[config.mk]
export PLATFORM = sky130hd
export DESIGN_NAME = cdb_broadcaster_flat
export DESIGN_NICKNAME = d
export VERILOG_FILES = /design/src/rtl/cdb_broadcaster_pkg.sv /design/src/rtl/cdb_broadcaster_if.sv /design/src/rtl/cdb_slot.sv /design/src/rtl/cdb_broadcaster.sv /design/src/flat_wrapper.sv
export SDC_FILE = /design/constraint.sdc
export NUM_CORES = 2
export LEC_CHECK = 0
export CORE_AREA = 2 2 363 365
export DETAILED_ROUTE_END_ITERATION = 10
export DIE_AREA = 0 0 365 367
export PLACE_DENSITY = 0.54
export SLEW_MARGIN = 20
export SYNTH_ARGS = -nofsm -noshare
export SYNTH_HDL_FRONTEND = slang
export SYNTH_SLANG_ARGS = --single-unit
[constraint.sdc]
create_clock -name clock -period 2.4 [get_ports clock]
set_input_delay 0.6 -clock clock [delete_from_list [all_inputs] [get_ports clock]]
set_output_delay 0.6 -clock clock [all_outputs]
set_load 0.02 [all_outputs]
[src/rtl/cdb_broadcaster_pkg.sv]
// Shared sizing, category offsets, lane-membership masks and the CDB packet
// type for the two-lane common-data-bus broadcaster.
package cdb_broadcaster_pkg;

  localparam int CDB_FU_SIZE  = 20;
  localparam int HALF_FU_SIZE = CDB_FU_SIZE / 2;
  localparam int FU_CAT       = 4;
  localparam int FU_NUM_W     = 5;

  localparam int CAT_ALU_OFS = 0;
  localparam int CAT_MUL_OFS = 1;
  localparam int CAT_MEM_OFS = 2;
  localparam int CAT_BR_OFS  = 3;

  // Lane 0: 0,2,4,6,9,11,12,14,17,19   Lane 1: 1,3,5,7,8,10,13,15,16,18
  localparam logic [31:0] LANE0_MASK = 32'h000A_5A55;
  localparam logic [31:0] LANE1_MASK = 32'h0005_A5AA;

  localparam int CDB_TAG_W = 6;
  localparam int CDB_XLEN  = 32;

  typedef struct packed {
    logic                 valid;
    logic [CDB_TAG_W-1:0] tag;
    logic [CDB_XLEN-1:0]  value;
  } cdb_packet_t;

  function automatic logic cat_granted(input logic [FU_CAT-1:0] cat);
    return cat[CAT_ALU_OFS] | cat[CAT_MUL_OFS] | cat[CAT_MEM_OFS] | cat[CAT_BR_OFS];
  endfunction

endpackage

[src/rtl/cdb_broadcaster_if.sv]
// Result-slot handshake, lane grants and CDB outputs of the broadcaster.
interface cdb_broadcaster_if
  import cdb_broadcaster_pkg::*;
#(
  parameter int FU_SIZE = CDB_FU_SIZE,
  parameter int TAG_W   = 6,
  parameter int XLEN    = 32
);
  logic                          squash;
  logic [FU_SIZE-1:0]            fu_done;
  logic [FU_SIZE-1:0][TAG_W-1:0] fu_tag;
  logic [FU_SIZE-1:0][XLEN-1:0]  fu_value;
  logic [FU_SIZE-1:0]            fu_ready;
  logic [FU_SIZE-1:0]            fu_result_valid;
  logic [FU_NUM_W-1:0]           fu_num_0;
  logic [FU_NUM_W-1:0]           fu_num_1;
  logic [FU_CAT-1:0]             cat_select_0;
  logic [FU_CAT-1:0]             cat_select_1;
  logic                          cdb_valid_0;
  logic                          cdb_valid_1;
  logic [TAG_W-1:0]              cdb_tag_0;
  logic [TAG_W-1:0]              cdb_tag_1;
  logic [XLEN-1:0]               cdb_value_0;
  logic [XLEN-1:0]               cdb_value_1;
  logic                          overflow_err;

  modport master (
    output squash, fu_done, fu_tag, fu_value, fu_num_0, fu_num_1,
           cat_select_0, cat_select_1,
    input  fu_ready, fu_result_valid, cdb_valid_0, cdb_valid_1,
           cdb_tag_0, cdb_tag_1, cdb_value_0, cdb_value_1, overflow_err
  );

  modport slave (
    input  squash, fu_done, fu_tag, fu_value, fu_num_0, fu_num_1,
           cat_select_0, cat_select_1,
    output fu_ready, fu_result_valid, cdb_valid_0, cdb_valid_1,
           cdb_tag_0, cdb_tag_1, cdb_value_0, cdb_value_1, overflow_err
  );
endinterface

[src/rtl/cdb_slot.sv]
// One-entry result holder. Squash beats load, and load beats a broadcast
// clear so a result produced in the slot's grant cycle is not lost.
module cdb_slot #(
  parameter int TAG_W = 6,
  parameter int XLEN  = 32
) (
  input  logic             clock,
  input  logic             reset,
  input  logic             squash_i,
  input  logic             load_i,
  input  logic             clear_i,
  input  logic [TAG_W-1:0] tag_i,
  input  logic [XLEN-1:0]  value_i,
  output logic             valid_o,
  output logic [TAG_W-1:0] tag_o,
  output logic [XLEN-1:0]  value_o
);

  logic             valid_q, valid_d;
  logic [TAG_W-1:0] tag_q, tag_d;
  logic [XLEN-1:0]  value_q, value_d;

  // Next-state selection for the held entry
  always_comb begin
    valid_d = valid_q;
    tag_d   = tag_q;
    value_d = value_q;
    if (squash_i) begin
      valid_d = 1'b0;
    end else if (load_i) begin
      valid_d = 1'b1;
      tag_d   = tag_i;
      value_d = value_i;
    end else if (clear_i) begin
      valid_d = 1'b0;
    end else begin
      valid_d = valid_q;
    end
  end

  // Entry register
  always_ff @(posedge clock) begin
    if (reset) begin
      valid_q <= 1'b0;
      tag_q   <= '0;
      value_q <= '0;
    end else begin
      valid_q <= valid_d;
      tag_q   <= tag_d;
      value_q <= value_d;
    end
  end

  assign valid_o = valid_q;
  assign tag_o   = tag_q;
  assign value_o = value_q;

endmodule

[src/rtl/cdb_broadcaster.sv]
// Holds one pending result per functional unit and broadcasts up to two of
// them per cycle on registered CDB lanes selected by an external arbiter.
module cdb_broadcaster
  import cdb_broadcaster_pkg::*;
#(
  parameter int FU_SIZE = CDB_FU_SIZE,
  parameter int TAG_W   = 6,
  parameter int XLEN    = 32
) (
  input logic         clock,
  input logic         reset,
  cdb_broadcaster_if.slave bus
);

  logic [FU_SIZE-1:0] slot_valid_s;
  logic [TAG_W-1:0]   slot_tag_s   [FU_SIZE];
  logic [XLEN-1:0]    slot_value_s [FU_SIZE];
  logic [FU_SIZE-1:0] hit0_s, hit1_s, grant_hit_s;
  logic [FU_SIZE-1:0] fu_ready_s, load_s, drop_s;
  logic               cat0_any_s, cat1_any_s;
  logic [TAG_W-1:0]   tag0_s, tag1_s;
  logic [XLEN-1:0]    value0_s, value1_s;

  logic               cdb_valid0_q, cdb_valid0_d, cdb_valid1_q, cdb_valid1_d;
  logic [TAG_W-1:0]   cdb_tag0_q, cdb_tag0_d, cdb_tag1_q, cdb_tag1_d;
  logic [XLEN-1:0]    cdb_value0_q, cdb_value0_d, cdb_value1_q, cdb_value1_d;
  logic               overflow_q, overflow_d;

  assign cat0_any_s = cat_granted(bus.cat_select_0);
  assign cat1_any_s = cat_granted(bus.cat_select_1);

  // Effective grants per slot; out-of-range or wrong-lane indices never match
  always_comb begin
    hit0_s = '0;
    hit1_s = '0;
    for (int i = 0; i < FU_SIZE; i++) begin
      hit0_s[i] = cat0_any_s & (bus.fu_num_0 == FU_NUM_W'(i)) & LANE0_MASK[i] & slot_valid_s[i];
      hit1_s[i] = cat1_any_s & (bus.fu_num_1 == FU_NUM_W'(i)) & LANE1_MASK[i] & slot_valid_s[i];
    end
  end

  assign grant_hit_s = hit0_s | hit1_s;
  assign fu_ready_s  = bus.squash ? {FU_SIZE{1'b1}} : (~slot_valid_s | grant_hit_s);
  assign load_s      = bus.fu_done & fu_ready_s & {FU_SIZE{~bus.squash}};
  assign drop_s      = bus.fu_done & ~fu_ready_s;

  for (genvar g = 0; g < FU_SIZE; g++) begin : g_slot
    cdb_slot #(.TAG_W(TAG_W), .XLEN(XLEN)) u_slot (
      .clock    (clock),
      .reset    (reset),
      .squash_i (bus.squash),
      .load_i   (load_s[g]),
      .clear_i  (grant_hit_s[g]),
      .tag_i    (bus.fu_tag[g]),
      .value_i  (bus.fu_value[g]),
      .valid_o  (slot_valid_s[g]),
      .tag_o    (slot_tag_s[g]),
      .value_o  (slot_value_s[g])
    );
  end

  // One-hot AND-OR lane multiplexers
  always_comb begin
    tag0_s   = '0;
    tag1_s   = '0;
    value0_s = '0;
    value1_s = '0;
    for (int i = 0; i < FU_SIZE; i++) begin
      tag0_s   = tag0_s   | ({TAG_W{hit0_s[i]}} & slot_tag_s[i]);
      value0_s = value0_s | ({XLEN{hit0_s[i]}}  & slot_value_s[i]);
      tag1_s   = tag1_s   | ({TAG_W{hit1_s[i]}} & slot_tag_s[i]);
      value1_s = value1_s | ({XLEN{hit1_s[i]}}  & slot_value_s[i]);
    end
  end

  // Lane and sticky-error next state; tag/value hold when a lane is idle
  always_comb begin
    cdb_valid0_d = 1'b0;
    cdb_valid1_d = 1'b0;
    cdb_tag0_d   = cdb_tag0_q;
    cdb_tag1_d   = cdb_tag1_q;
    cdb_value0_d = cdb_value0_q;
    cdb_value1_d = cdb_value1_q;
    overflow_d   = overflow_q;
    if (bus.squash) begin
      cdb_valid0_d = 1'b0;
      cdb_valid1_d = 1'b0;
    end else begin
      cdb_valid0_d = |hit0_s;
      cdb_valid1_d = |hit1_s;
      cdb_tag0_d   = (|hit0_s) ? tag0_s   : cdb_tag0_q;
      cdb_value0_d = (|hit0_s) ? value0_s : cdb_value0_q;
      cdb_tag1_d   = (|hit1_s) ? tag1_s   : cdb_tag1_q;
      cdb_value1_d = (|hit1_s) ? value1_s : cdb_value1_q;
      overflow_d   = overflow_q | (|drop_s);
    end
  end

  // Lane and error registers
  always_ff @(posedge clock) begin
    if (reset) begin
      cdb_valid0_q <= 1'b0;
      cdb_valid1_q <= 1'b0;
      cdb_tag0_q   <= '0;
      cdb_tag1_q   <= '0;
      cdb_value0_q <= '0;
      cdb_value1_q <= '0;
      overflow_q   <= 1'b0;
    end else begin
      cdb_valid0_q <= cdb_valid0_d;
      cdb_valid1_q <= cdb_valid1_d;
      cdb_tag0_q   <= cdb_tag0_d;
      cdb_tag1_q   <= cdb_tag1_d;
      cdb_value0_q <= cdb_value0_d;
      cdb_value1_q <= cdb_value1_d;
      overflow_q   <= overflow_d;
    end
  end

  assign bus.fu_ready        = fu_ready_s;
  assign bus.fu_result_valid = slot_valid_s;
  assign bus.cdb_valid_0     = cdb_valid0_q;
  assign bus.cdb_valid_1     = cdb_valid1_q;
  assign bus.cdb_tag_0       = cdb_tag0_q;
  assign bus.cdb_tag_1       = cdb_tag1_q;
  assign bus.cdb_value_0     = cdb_value0_q;
  assign bus.cdb_value_1     = cdb_value1_q;
  assign bus.overflow_err    = overflow_q;

endmodule

[src/flat_wrapper.sv]
// flat-port wrapper written by rule: the top's interface ports become plain ports
module cdb_broadcaster_flat import cdb_broadcaster_pkg::*;
#(
  parameter int FU_SIZE = CDB_FU_SIZE,
  parameter int TAG_W   = 6,
  parameter int XLEN    = 32
)
  (clock, reset, bus_squash, bus_fu_done, bus_fu_tag, bus_fu_value, bus_fu_num_0, bus_fu_num_1, bus_cat_select_0, bus_cat_select_1, bus_fu_ready, bus_fu_result_valid, bus_cdb_valid_0, bus_cdb_valid_1, bus_cdb_tag_0, bus_cdb_tag_1, bus_cdb_value_0, bus_cdb_value_1, bus_overflow_err);
  cdb_broadcaster_if #(.FU_SIZE(FU_SIZE), .TAG_W(TAG_W), .XLEN(XLEN)) bus_i ();
  input logic clock;
  input logic reset;
  input wire logic [$bits(bus_i.squash)-1:0] bus_squash;
  input wire logic [$bits(bus_i.fu_done)-1:0] bus_fu_done;
  input wire logic [$bits(bus_i.fu_tag)-1:0] bus_fu_tag;
  input wire logic [$bits(bus_i.fu_value)-1:0] bus_fu_value;
  input wire logic [$bits(bus_i.fu_num_0)-1:0] bus_fu_num_0;
  input wire logic [$bits(bus_i.fu_num_1)-1:0] bus_fu_num_1;
  input wire logic [$bits(bus_i.cat_select_0)-1:0] bus_cat_select_0;
  input wire logic [$bits(bus_i.cat_select_1)-1:0] bus_cat_select_1;
  output wire logic [$bits(bus_i.fu_ready)-1:0] bus_fu_ready;
  output wire logic [$bits(bus_i.fu_result_valid)-1:0] bus_fu_result_valid;
  output wire logic [$bits(bus_i.cdb_valid_0)-1:0] bus_cdb_valid_0;
  output wire logic [$bits(bus_i.cdb_valid_1)-1:0] bus_cdb_valid_1;
  output wire logic [$bits(bus_i.cdb_tag_0)-1:0] bus_cdb_tag_0;
  output wire logic [$bits(bus_i.cdb_tag_1)-1:0] bus_cdb_tag_1;
  output wire logic [$bits(bus_i.cdb_value_0)-1:0] bus_cdb_value_0;
  output wire logic [$bits(bus_i.cdb_value_1)-1:0] bus_cdb_value_1;
  output wire logic [$bits(bus_i.overflow_err)-1:0] bus_overflow_err;
  assign bus_i.squash = bus_squash;
  assign bus_i.fu_done = bus_fu_done;
  assign bus_i.fu_tag = bus_fu_tag;
  assign bus_i.fu_value = bus_fu_value;
  assign bus_i.fu_num_0 = bus_fu_num_0;
  assign bus_i.fu_num_1 = bus_fu_num_1;
  assign bus_i.cat_select_0 = bus_cat_select_0;
  assign bus_i.cat_select_1 = bus_cat_select_1;
  assign bus_fu_ready = bus_i.fu_ready;
  assign bus_fu_result_valid = bus_i.fu_result_valid;
  assign bus_cdb_valid_0 = bus_i.cdb_valid_0;
  assign bus_cdb_valid_1 = bus_i.cdb_valid_1;
  assign bus_cdb_tag_0 = bus_i.cdb_tag_0;
  assign bus_cdb_tag_1 = bus_i.cdb_tag_1;
  assign bus_cdb_value_0 = bus_i.cdb_value_0;
  assign bus_cdb_value_1 = bus_i.cdb_value_1;
  assign bus_overflow_err = bus_i.overflow_err;
  cdb_broadcaster #(.FU_SIZE(FU_SIZE), .TAG_W(TAG_W), .XLEN(XLEN)) u_core (.clock(clock), .reset(reset), .bus(bus_i));
endmodule
* After elaboration in Yosys (flattened, before gate mapping)
Index checks and enable logic that the tools add are counted.
** Storage, ports and cells
- Bits in registers :: 859
- Output and inout bits :: 119
- Logic and storage cells :: 305
** Operators by class
- Equal/unequal tests :: 19
- Muxes and demuxes :: 41
- Bitwise logic cells :: 131
- Reductions and logical operators :: 47
** Operators with widths (number)
- $and A32 B32 Y32 :: 20
- $or A32 B32 Y32 :: 18
- $and A6 B6 Y6 :: 20
- $or A6 B6 Y6 :: 18
- $and A20 B20 Y20 :: 3
- $reduce_and A2 Y1 :: 22
- $and A1 B1 Y1 :: 40
- $eq A5 B4 Y1 const B :: 8
- $mux W1 :: 40
- $not A20 Y20 :: 2
- $reduce_bool A2 Y1 :: 20
- $eq A5 B3 Y1 const B :: 4
- $eq A5 B5 Y1 const B :: 4
- $mux W20 :: 1
- $or A20 B19 Y20 :: 1
- $or A20 B20 Y20 :: 1
- $reduce_or A10 Y1 :: 2
- $reduce_or A20 Y1 :: 1
- $eq A5 B2 Y1 const B :: 2
- $or A1 B1 Y1 :: 7
- $eq A5 B1 Y1 const B :: 1
- $logic_not A5 Y1 :: 1
- $reduce_or A2 Y1 :: 1
- $not A1 Y1 :: 1

* Longest topological paths before layout
- Depth after elaboration :: 15
- Gate-level depth with buffers :: 10

* Hierarchy
Synthesis repeated with hierarchy kept, for this count alone.
** Second synthesis, totals
- Cell total of the unflattened synthesis :: 4587
- Area, all modules :: 45842.7 um^2
** Modules (own cells, without submodules)
- cdb_slot :: times used 20, cells each 177, area an instance 1878.1 um^2, seq. area each 780.7 um^2
- cdb_broadcaster :: times used 1, cells each 1047, area an instance 8281.7 um^2, seq. area each 1581.5 um^2

* Worst setup path before layout
Ideal clock, no wire load.
- Kind :: input port to output port
- Start point :: input port bus_squash
- End point :: output port bus_fu_ready[10]
- Data arrival time :: 1977 ps
- Required time :: 1800 ps
- Setup slack :: -177 ps
- Cell stages on the path :: 6
- Buffers on the path :: 4
- Cells stage by stage :: inv_1 clkbuf_1 clkbuf_1 buf_1 buf_1 nand2_1
** Between the ends
- Word-level cells in the longest chain between the ends :: 1
** Ends and longest elaborated chain
- start, declared :: RTL line flat_wrapper.sv:12 : input wire logic [$bits(bus_i.squash)-1:0] bus_squash;
- $mux W20 :: RTL line cdb_broadcaster.sv:43 : assign fu_ready_s = bus.squash ? {FU_SIZE{1'b1}} : (~slot_valid_s | grant_hit_s);
- end, declared :: RTL line flat_wrapper.sv:20 : output wire logic [$bits(bus_i.fu_ready)-1:0] bus_fu_ready;
Every way passes these cells.

* Worst setup path in the final report
- Start point :: input port bus_fu_num_1[4]
- End point :: output port bus_fu_ready[1]
** Between the ends
- Word-level cells in the longest chain between the ends :: 6
** Ends and longest elaborated chain
- start, declared :: RTL line flat_wrapper.sv:17 : input wire logic [$bits(bus_i.fu_num_1)-1:0] bus_fu_num_1;
- $eq A5 B1 Y1 :: RTL line cdb_broadcaster.sv:38 : hit1_s[i] = cat1_any_s & (bus.fu_num_1 == FU_NUM_W'(i)) & LANE1_MASK[i] & slot_valid_s[i];
- $and A1 B1 Y1 (2 in series) :: RTL line cdb_broadcaster.sv:38
- $or A20 B19 Y20 :: RTL line cdb_broadcaster.sv:42 : assign grant_hit_s = hit0_s | hit1_s;
- $or A20 B20 Y20 :: RTL line cdb_broadcaster.sv:43
- $mux W20 :: RTL line cdb_broadcaster.sv:43
Every way passes these cells.

==> summary.txt <==
Placement
  – Pre-CTS setup slack: -1.290 ns
  – Placed cells: roughly 7300
  – Final RePlAce weighted congestion: 0.9479
  – PortBufs: 919
  – Post-Place Cell Area: 49830 um2
  – Dpl hpwl: around 150000 um

Hold path
  – Hold Crit Depth: 2
  – Hold Path End: u_core.g_slot[16].u_slot.value_o[1]$_SDFFE_PP0P_
  – Hold_sp: reset
  – Hold Crit Class: input pin to flip-flop

Logic synthesis
  – Syn avg cell area: ~7.7 um2
  – Async SR Flop Fraction: 0%
  – Post-synthesis sequential area ratio: 48.64%
  – Post-synthesis register bit count: between 800 and 900
  – Cell area after synthesis: 35360 um2
  – Top_reg_cell synth: dfxtp_1
  – Cell variety after synth: 74
  – Number of synthesized flops with an enable pin: 0
  – Cell count after synthesis: about 4600
  – Post-Syn Nets: 5402
  – YS warnings: 0

Worst setup path
  – Critical path cell sequence: buf_6 -> buf_6 -> or4b_4 -> buf_6 -> o31ai_4 -> buf_4 -> nand2b_4 -> buf_12
  – Arr. time, crit path: 2.10 ns
  – Worst path slowest cell: or4b_4
  – CP required: between 1.5 and 2 ns
  – Max FO, Critical Path: 2
  – Crit end category: output port
  – Crit start category: input pin
  – R2R setup slack: 0.02 ns
  – Worst R2R Start: u_core.g_slot[6].u_slot.valid_o$_SDFFE_PP0P_
  – CP peak stage delay: 0.58 ns
  – Critical path's most frequent cell: buf_6
  – Worst R2R End: u_core.bus.cdb_value_0[18]$_SDFFE_PP0P_
  – FF-to-FF path depth: 5
  – Setup CP Type: input pin to output port

Timing
  – Slew Limit Fails: 0
  – Worst-Margin Slew: 1.293 ns
  – RSZ-0062 raised after global routing: true
  – Final Worst Setup Slack: -0.3031 ns
  – Hold Vio Cnt, Final: 0
  – # setup viols final: 21
  – Hold slack: approximately 0.23 ns
  – Skew final: slightly below 0.05 ns
  – Fin crit share: 112.6%
  – Relative slew margins: 13.77%
  – F_max: 0.3699 GHz
  – Tmin final: 2.703 ns

Die
  – Core area: 130500 um2
  – Floorplan row count: 133
  – Die area: about 130000 um2
  – Die height: 367 um
  – Initial Utilization: 27.10%
  – Width of the chip: 365 um
  – Total I/O pin count: 920

Clocking
  – CTS Buf Count: about 100
  – CTS sink cnt: 859
  – Worst-path clk slew: approximately 0.05 ns
  – Cts hold-fix bufs: 0
  – Root Driver: clkbuf_16
  – Clock Tree Buf Depth: 3
  – H-Tree Depth: 3
  – CTS tree: yes
  – Clk_lat worst skew: between 0.7 and 0.8 ns

Route
  – Via density: 5.245
  – DR pass1 iterations: 11
  – Via count: 39560
  – Routed WL: 203300 um
  – # DRC: 1
  – Post-DR wirelength/cell: 26.95 um
  – Initial DRC Count: around 4700
  – Post-route ant nets: 0

Finish
  – Final Instance Area: 54440 um2
  – Ratio of cells with drive above 1 in the final layout: 14.49%
  – Most frequent cells in the layout: 1650 x nand2_1, 854 x dfxtp_1, 832 x clkdlybuf4s50_1, 826 x a21oi_1, 336 x buf_4
  – Area Overhead vs Synth: 53.98%
  – Final Non-Filler Cells: 7542
  – Fin nets: ~6500
  – Commonest non-fill, non-tap cell in the layout: nand2_1
  – Fillers: 13330

GRT
  – Pin count of the biggest net entering global routing: 113
  – Remaining Overflow, GRT: 0
  – Number of global-route vias before repair: 37170
  – First-pass GRT wire length: 275900 um
  – Initial antenna violation count: 42
  – Tot GR Track Use: 28.80%

Flow run
  – Max-cap check violation count: 0

Outcome
  – Outcome: finished, violations left
  – Failing checks: DRC, setup timing

Pwr
  – PwrDens: 654.4 nW/um2
  – Leakage: 19.63 nW
  – Peak VDD IR: 0.0005494 V
[how the worst max path moves through the flow]
stage,end,slack (ns),cells past startpoint,startpoint
2_1_floorplan,u_core.g_slot[2].u_slot.tag_o[1]$_SDFFE_PP0P_,-0.05,8,bus_fu_num_0[3]
3_3_place_gp,u_core.bus.cdb_value_1[30]$_SDFFE_PP0P_,-1.36,9,bus_cat_select_1[0]
3_5_place_dp,u_core.bus.cdb_value_1[30]$_SDFFE_PP0P_,-1.29,9,bus_cat_select_1[0]
4_1_cts,bus_fu_ready[1],-0.38,9,bus_fu_num_1[3]
5_1_grt,bus_fu_ready[1],-0.33,8,bus_fu_num_1[4]
6_report,bus_fu_ready[1],-0.30,8,bus_fu_num_1[4]
[final cells by class]
cell class              count  area, um2  area share (%)
inverters                  14      53.80         0.09883
flip-flops and latches    859      17210           31.61
clock inverters            40      449.2          0.8251
well taps                1755       2196           4.034
diodes                     19      47.55         0.08734
clock buffers             137       2831           5.201
multi-input cells        3308      16980           31.18
repair buffers           1410      14680           26.96
[synthesized netlist by cell type, types with 8 or more instances]
master / instances / area share (%)
a22oi_1: 136 / 2.9
inv_1: 14 / 0.15
o2111ai_1: 18 / 0.45
a222oi_1: 71 / 2.0
a22o_1: 9 / 0.22
a32oi_1: 29 / 0.72
nor4b_2: 11 / 0.47
nand3_1: 71 / 1.0
o2bb2ai_1: 10 / 0.25
buf_4: 27 / 0.57
and3_1: 32 / 0.57
buf_1: 41 / 0.44
dfxtp_1: 859 / 49
a211oi_1: 11 / 0.23
a21oi_1: 827 / 12
clkbuf_1: 262 / 2.8
o21ai_1: 17 / 0.24
o21ai_0: 67 / 0.95
buf_2: 86 / 1.2
o211ai_1: 18 / 0.38
a311oi_1: 14 / 0.35
nand2_1: 1665 / 18
nand2b_1: 8 / 0.14
a31oi_1: 30 / 0.53
nor2_1: 75 / 0.80
a221oi_1: 22 / 0.54
o22ai_1: 10 / 0.18
nor3b_1: 15 / 0.32
nor3_1: 32 / 0.45
o21a_1: 8 / 0.17
[critical path, delay by kind of cell]
family | cells | cell delay (ns)
simple gates | 2 | 0.72
buf+inv | 5 | 0.63
compound gates | 1 | 0.16
[registers in the layout, summed over array words and instances (netlist names), 6 cells and up]
| signal | cells |
|---|---|
| u_core.g_slot.u_slot.value_o | 640 |
| u_core.g_slot.u_slot.tag_o | 120 |
| u_core.bus.cdb_value_0 | 32 |
| u_core.bus.cdb_value_1 | 32 |
| u_core.g_slot.u_slot.valid_o | 20 |
| u_core.bus.cdb_tag_0 | 6 |
| u_core.bus.cdb_tag_1 | 6 |
[metrics by stage]
step                power [W]  TNS (ns)  util [%]
floorplan             0.01711    -1.155         -
global placement      0.02017   -648.48     38.20
global route          0.03667    -2.883     41.72
CTS                   0.03568    -2.550     41.37
detailed placement    0.02021   -659.63     38.20
finish                0.03563    -2.349     41.73
[metal layers]
layer | share of wire (%) | routed length, um | GRT usage, %
met5 | 0.17 | 346 | 0
met3 | 11 | 21450 | 8.760
met2 | 42 | 84590 | 41.33
met4 | 4.1 | 8251 | 11.55
met1 | 44 | 88630 | 39.86
[power breakdown]
group	leakage (nW)	internal, W	total [W]	switching (W)
sequential	7.01	0.0149	0.0153	0.000440
clock	1.62	0.00891	0.0155	0.00656
combinational	11.0	0.00234	0.00482	0.00248
[logic make-up (layout without fill, tap and decap cells)]
kind of cell | Yosys count | count (layout) | synth area share, %
AOI/OAI and AO/OA | 1335 | 1335 | 22.95
DFF | 859 | 859 | 48.64
buffers and inverters | 434 | 1601 | 5.284
muxes | 2 | 2 | 0.05663
other | 0 | 19 | 0
and+or+nand+nor | 1971 | 1971 | 23.07
[repair_timing]
action,in CTS,in global routing
buffers inserted,49,17
resized for setup,244,54
endpoints found under the hold margin,0,0
setup endpoints to repair,416,84
gates cloned,2,5
pin swaps,33,25
No activity file was read; power rests on OpenSTA's default activity.
